$ cat src/rtl/tt_fpga_top.sv
// Tiny Tapeout scan-chain demonstrator top: TCK generator, TCK-paced 8N1 receiver,
// address/data tap access with serial readback on TDO.
module tt_fpga_top #(
    parameter int CLK_DIV  = 12,
    parameter int NUM_TAPS = 4
) (
    input  logic       CLK,
    input  logic       TRST,
    input  logic       MODE,
    input  logic       RX,
    input  logic       TMS,
    input  logic [7:0] I_DATA,
    output logic [7:0] O_DATA,
    output logic       TCK,
    output logic       TDI,
    output logic       TDO,
    output logic       RTCK,
    output logic       TX,
    output logic [4:0] LED
);

    localparam int HALF   = CLK_DIV / 2;
    localparam int CW     = (HALF > 1) ? $clog2(HALF) : 1;
    localparam int AW     = (NUM_TAPS > 1) ? $clog2(NUM_TAPS) : 1;
    localparam int RO_TAP = NUM_TAPS - 1;

    localparam logic [7:0] ADDR_NONE = 8'hFF;
    localparam logic [1:0] S_IDLE    = 2'd0;
    localparam logic [1:0] S_DATA    = 2'd1;
    localparam logic [1:0] S_STOP    = 2'd2;

    logic [CW-1:0] r_div_cnt;
    logic          r_tck, r_rtck, r_tx;
    logic          r_rx_meta, r_rx_sync;
    logic [1:0]    r_state;
    logic [2:0]    r_bit_cnt;
    logic [7:0]    r_shift;
    logic          r_byte_valid, r_byte_tms;
    logic [7:0]    r_addr;
    logic          r_tdo, r_tdi;
    logic [7:0]    r_tdo_sr;
    logic [7:0]    r_tap [NUM_TAPS];

    logic          w_half_end, w_rise_tick, w_sel, w_sel_ro, w_start;
    logic [AW-1:0] w_idx;
    logic [7:0]    w_tap_src;

    assign w_half_end  = (r_div_cnt == CW'(HALF - 1));
    assign w_rise_tick = w_half_end & ~r_tck;
    assign w_sel       = (r_addr < 8'(NUM_TAPS));
    assign w_sel_ro    = (r_addr == 8'(RO_TAP));
    assign w_idx       = r_addr[AW-1:0];
    assign w_start     = w_rise_tick && (r_state == S_IDLE) && !r_rx_sync;
    // The read-only tap captures I_DATA on this very tick, so serialize the fresh value.
    assign w_tap_src   = w_sel_ro ? I_DATA : r_tap[w_idx];

    always_ff @(posedge CLK or negedge TRST) begin
        if (!TRST) begin
            r_div_cnt <= '0;
            r_tck     <= 1'b0;
            r_rtck    <= 1'b0;
            r_tx      <= 1'b1;
            r_rx_meta <= 1'b1;
            r_rx_sync <= 1'b1;
        end else begin
            r_div_cnt <= w_half_end ? '0 : r_div_cnt + 1'b1;
            if (w_half_end) r_tck <= ~r_tck;
            r_rtck    <= r_tck;
            r_tx      <= RX;
            r_rx_meta <= RX;
            r_rx_sync <= r_rx_meta;
        end
    end

    always_ff @(posedge CLK or negedge TRST) begin
        if (!TRST) begin
            r_state      <= S_IDLE;
            r_bit_cnt    <= '0;
            r_shift      <= '0;
            r_byte_valid <= 1'b0;
            r_byte_tms   <= 1'b0;
            r_addr       <= ADDR_NONE;
            r_tdo        <= 1'b1;
            r_tdo_sr     <= 8'hFF;
            r_tdi        <= 1'b1;
        end else begin
            r_byte_valid <= 1'b0;
            if (r_byte_valid && !r_byte_tms)
                r_addr <= (r_shift < 8'(NUM_TAPS)) ? r_shift : ADDR_NONE;
            if (w_rise_tick) begin
                r_tdi <= r_rx_sync;
                case (r_state)
                    S_IDLE: begin
                        if (!r_rx_sync) begin
                            r_state   <= S_DATA;
                            r_bit_cnt <= '0;
                            r_tdo     <= w_sel ? w_tap_src[0] : 1'b1;
                            r_tdo_sr  <= w_sel ? {1'b1, w_tap_src[7:1]} : 8'hFF;
                        end
                    end
                    S_DATA: begin
                        // Ones fill behind the readback so TDO returns high after bit 7.
                        r_shift   <= {r_rx_sync, r_shift[7:1]};
                        r_bit_cnt <= r_bit_cnt + 1'b1;
                        r_tdo     <= r_tdo_sr[0];
                        r_tdo_sr  <= {1'b1, r_tdo_sr[7:1]};
                        if (r_bit_cnt == 3'd7) r_state <= S_STOP;
                    end
                    S_STOP: begin
                        r_state <= S_IDLE;
                        if (r_rx_sync) begin
                            r_byte_valid <= 1'b1;
                            r_byte_tms   <= TMS;
                        end
                    end
                    default: r_state <= S_IDLE;
                endcase
            end
        end
    end

    always_ff @(posedge CLK or negedge TRST) begin
        if (!TRST) begin
            for (int i = 0; i < NUM_TAPS; i++) r_tap[i] <= '0;
        end else begin
            if (w_start && w_sel_ro) r_tap[RO_TAP] <= I_DATA;
            if (r_byte_valid && r_byte_tms && MODE && w_sel && !w_sel_ro)
                r_tap[w_idx] <= r_shift;
        end
    end

    assign TCK    = r_tck;
    assign RTCK   = r_rtck;
    assign TX     = r_tx;
    assign TDI    = r_tdi;
    assign TDO    = r_tdo;
    assign O_DATA = MODE ? r_tap[2] : I_DATA;
    assign LED    = r_tap[1][4:0];

endmodule

$ cat config.mk
export PLATFORM = sky130hd
export DESIGN_NAME = tt_fpga_top
export DESIGN_NICKNAME = d
export VERILOG_FILES = /design/src/rtl/tt_fpga_top.sv
export SDC_FILE = /design/constraint.sdc
export NUM_CORES = 1
export LEC_CHECK = 0
export ABC_AREA = 1
export CORE_ASPECT_RATIO = 0.75
export CORE_MARGIN = 10
export CORE_UTILIZATION = 56
export CTS_CLUSTER_SIZE = 28
export DETAILED_ROUTE_END_ITERATION = 8
export PLACE_DENSITY = 0.84
export SKIP_CTS_REPAIR_TIMING = 1
export SYNTH_ARGS = -nofsm -noshare
export SYNTH_HDL_FRONTEND = slang
export SYNTH_SLANG_ARGS = --single-unit
$ cat constraint.sdc
create_clock -name CLK -period 1.6 [get_ports CLK]
set_input_delay 0.16 -clock CLK [delete_from_list [all_inputs] [get_ports CLK]]
set_output_delay 0.16 -clock CLK [all_outputs]
set_load 0.05 [all_outputs]
==> key figures <==
Worst hold path
  • Hold/Removal Path Class: in -> reg

Floorplanning
  • Die Height: 84.9 µm
  • I/O pin total: 31
  • Core area: 5380 µm²
  • Die Wd: 106 µm
  • Initial core utilization: roughly three fifths
  • DIE AREA: 9040 µm²
  • Row cnt: 23

STA
  • Rel. slew slack: ~74%
  • Max-slew violations: 0
  • Worst setup margin: slightly above 0.08 ns
  • Least-Margin Pin Slew: around 0.38 ns
  • Hold Vio Cnt, Final: 0
  • Max Freq: approximately 0.66 GHz
  • Worst-case clock skew: roughly 0.01 ns
  • Hold Slack: 0.214 ns
  • Final period utilization: 94.8%
  • Post-layout minimum cycle time: approximately 1.5 ns
  • RSZ-0062 raised after global routing: false
  • Endpoints failing setup: 0

Power and ir drop
  • PwrDens: around 1000 nW/µm²
  • Max IR drop VDD: 0.000843 V
  • LEAKAGE: ~2 nW

GRT
  • First-pass GRT wire length: ~12000 µm
  • Largest net degree at the start of global routing: 64
  • Vias in the first global route: around 2.5k
  • Tot GR Track Use: 15.8%
  • Initial antenna violation count: 0
  • GR Overflow Total: 0

CTS
  • CTS root buffer: clkbuf_8
  • Clock transition at path regs: about 0.070 ns
  • Num CTS Buffers: 9
  • H-Tree Level Count: 3
  • Worst-Skew Late Latency: between 0.3 and 0.4 ns
  • Clk buf depth: 2
  • CTS tree: yes
  • Clk sinks: 63

Critical path
  • Arr. time, crit path: roughly 1.4 ns
  • Max stage delay on crit path: approximately 0.45 ns
  • Element type at the critical path end: output port
  • Startpoint types: input port
  • CP Data Required Time: approximately 1.4 ns
  • Critical path class: in -> out
  • Critical path's slowest cell: clkdlybuf4s50_1
  • Cells along the critical path: clkdlybuf4s50_1 -> buf_4 -> o21ai_0 -> buf_12
  • Worst-path maximum fanout: 16
  • Crit path buffers/inverters: 3
  • Crit path max-delay family: buffers and inverters

Routing
  • Average wire per standard cell: 12.8 µm
  • Via density: 4.90
  • Routed Antenna Nets: 0
  • DRC Markers: 0
  • DRT iter0 DRCs: 129
  • DRT Wirelength: between 6000 and 7000 µm
  • DR vias: between 2k and 3k
  • DR pass1 iterations: 5

Synth
  • Post-Syn Nets: between 400 and 500
  • Seq/Total Area, Yosys: between 50% and 60%
  • Top_reg_cell synth: dfrtp_1
  • Syn_area_per_cell: about 7.6 µm²
  • Yosys Warn Count: 0
  • Cell count after synthesis: slightly above 400
  • Synth unique cells: 25
  • Area leader, netlist: dfrtp_1
  • Synthesized area: roughly 3100 µm²
  • Post-synth ARST share: 100%
  • EDFF count, synth: 0
  • Synthesis-stage register bit count: 63
  • Synth area leaders: dfrtp_1, dfstp_2, nand2_1
  • Yosys top cell area share: between 30% and 40%

Place
  • Hpwl dp: 4880 µm
  • Pre-CTS setup slack: -0.0286 ns
  • Dpl cells: ~500
  • I/O Buffers: 30
  • Area post-placement: 3620 µm²
  • Placer congestion estimate: 0.881

Cells and area
  • Number of diodes: 0
  • Most common cell after layout, fill and taps aside: nand2_1
  • Ratio of cells with drive above 1 in the final layout: a little under a fifth
  • Final Non-Filler Cells: 530
  • Final core occ: between 70 and 80%
  • Layout Cell Area excl Fill: between 3000 and 4000 µm²
  • Area grow syn2layout: 23.9%
  • FILL cells: 420
  • Nets: 465
  • Commonest cells after routing, fill and taps aside: nand2_1, inv_1, dfrtp_1

Outcome
  • Status: finished, final reports clean

Flow run
  • Max Cap Viol: 0
-- state kept, by name, indices dropped and copies added (netlist names) --
| register | cells |
|---|---|
| r_addr | 8 |
| r_tdo_sr | 7 |
| r_shift | 8 |
| TDO | 1 |
| r_byte_valid | 1 |
| TCK | 1 |
| TDI | 1 |
| r_rx_sync | 1 |
| r_bit_cnt | 3 |
| r_tap | 19 |
| RTCK | 1 |
| r_state | 2 |
| r_rx_meta | 1 |
| r_byte_tms | 1 |
| r_div_cnt | 3 |
| LED | 5 |
-- kinds of logic after synthesis --
| kind of cell | Yosys count | synth area share (%) |
|---|---|---|
| flip-flops | 63 | 50.9 |
| AO/OA/AOI/OAI | 54 | 8.92 |
| adder cells (fa/ha/maj) | 2 | 0.796 |
| AND/OR/NAND/NOR | 199 | 27.1 |
| buffers and inverters | 93 | 12.2 |
-- through the flow --
step / total power [W] / setup TNS (ns)
floorplan: 0.00202 / -0.0349
global placement: 0.00222 / 0
detailed placement: 0.00223 / -0.0777
CTS: 0.00392 / 0
global route: 0.00405 / 0
finish: 0.00389 / 0
-- path summary, 6_finish.rpt --
kind                                            start                      end  slack (ns)  cells past startpoint
worst max-delay path                             MODE                O_DATA[7]        0.08                      4
worst min-delay path                               RX      r_rx_meta$_DFF_PN1_        0.21                      1
worst max register to register  r_addr[0]$_DFFE_PN1P_    r_tap[12]$_DFFE_PN0P_        0.13                      7
worst min register to register    r_rx_meta$_DFF_PN1_      r_rx_sync$_DFF_PN1_        0.39                      0
max in group asynchronous                        TRST  r_tdo_sr[6]$_DFFE_PN1P_        0.93                      3
min in group asynchronous                        TRST    r_tap[10]$_DFFE_PN0P_        0.35                      3
-- per-layer routing --
metal | up-vias | part of all wire (%) | GRT usage, %
met3 | 11 | 6.3 | 6.50
met5 | - | 0 | 0
met2 | 62 | 46 | 24.9
met1 | 1207 | 46 | 19.2
met4 | 0 | 1.5 | 5.28
li1 | 1316 | - | -
-- where the power goes --
group	internal [W]	switching [W]	total [W]
combinational	0.000183	0.000264	0.000447
clock	0.00104	0.000649	0.00169
sequential	0.00170	0.0000540	0.00176
-- final cells by class --
| type | instances | area (µm²) | share of cell area (%) |
|---|---|---|---|
| clock buffer | 9 | 124 | 3.18 |
| multi-input combinational | 255 | 1180 | 30.2 |
| timing repair buffer | 42 | 480 | 12.3 |
| inverter | 79 | 297 | 7.62 |
| clock inverter | 7 | 120 | 3.09 |
| tap | 75 | 93.8 | 2.41 |
| sequential | 63 | 1600 | 41.1 |
-- Yosys cell counts, drive strengths merged (2+ instances only) --
library cell and n:
nand2 134, inv 79, o21ai 48, dfrtp 44, nor2 42, dfstp 19
nand3 19, buf 11, a21oi 3, clkbuf 3, nand4 3, a22o 2
ha 2
-- worst reg2reg max path, cell delays in order, from the launching register on --
cell,delay (ns)
dfstp_2,0.63
inv_2,0.13
nand2_1,0.11
inv_1,0.09
nand3_4,0.18
nand2_1,0.08
o21ai_1,0.09
inv_1,0.05
Note: power is estimated with default switching activity, not from simulation.
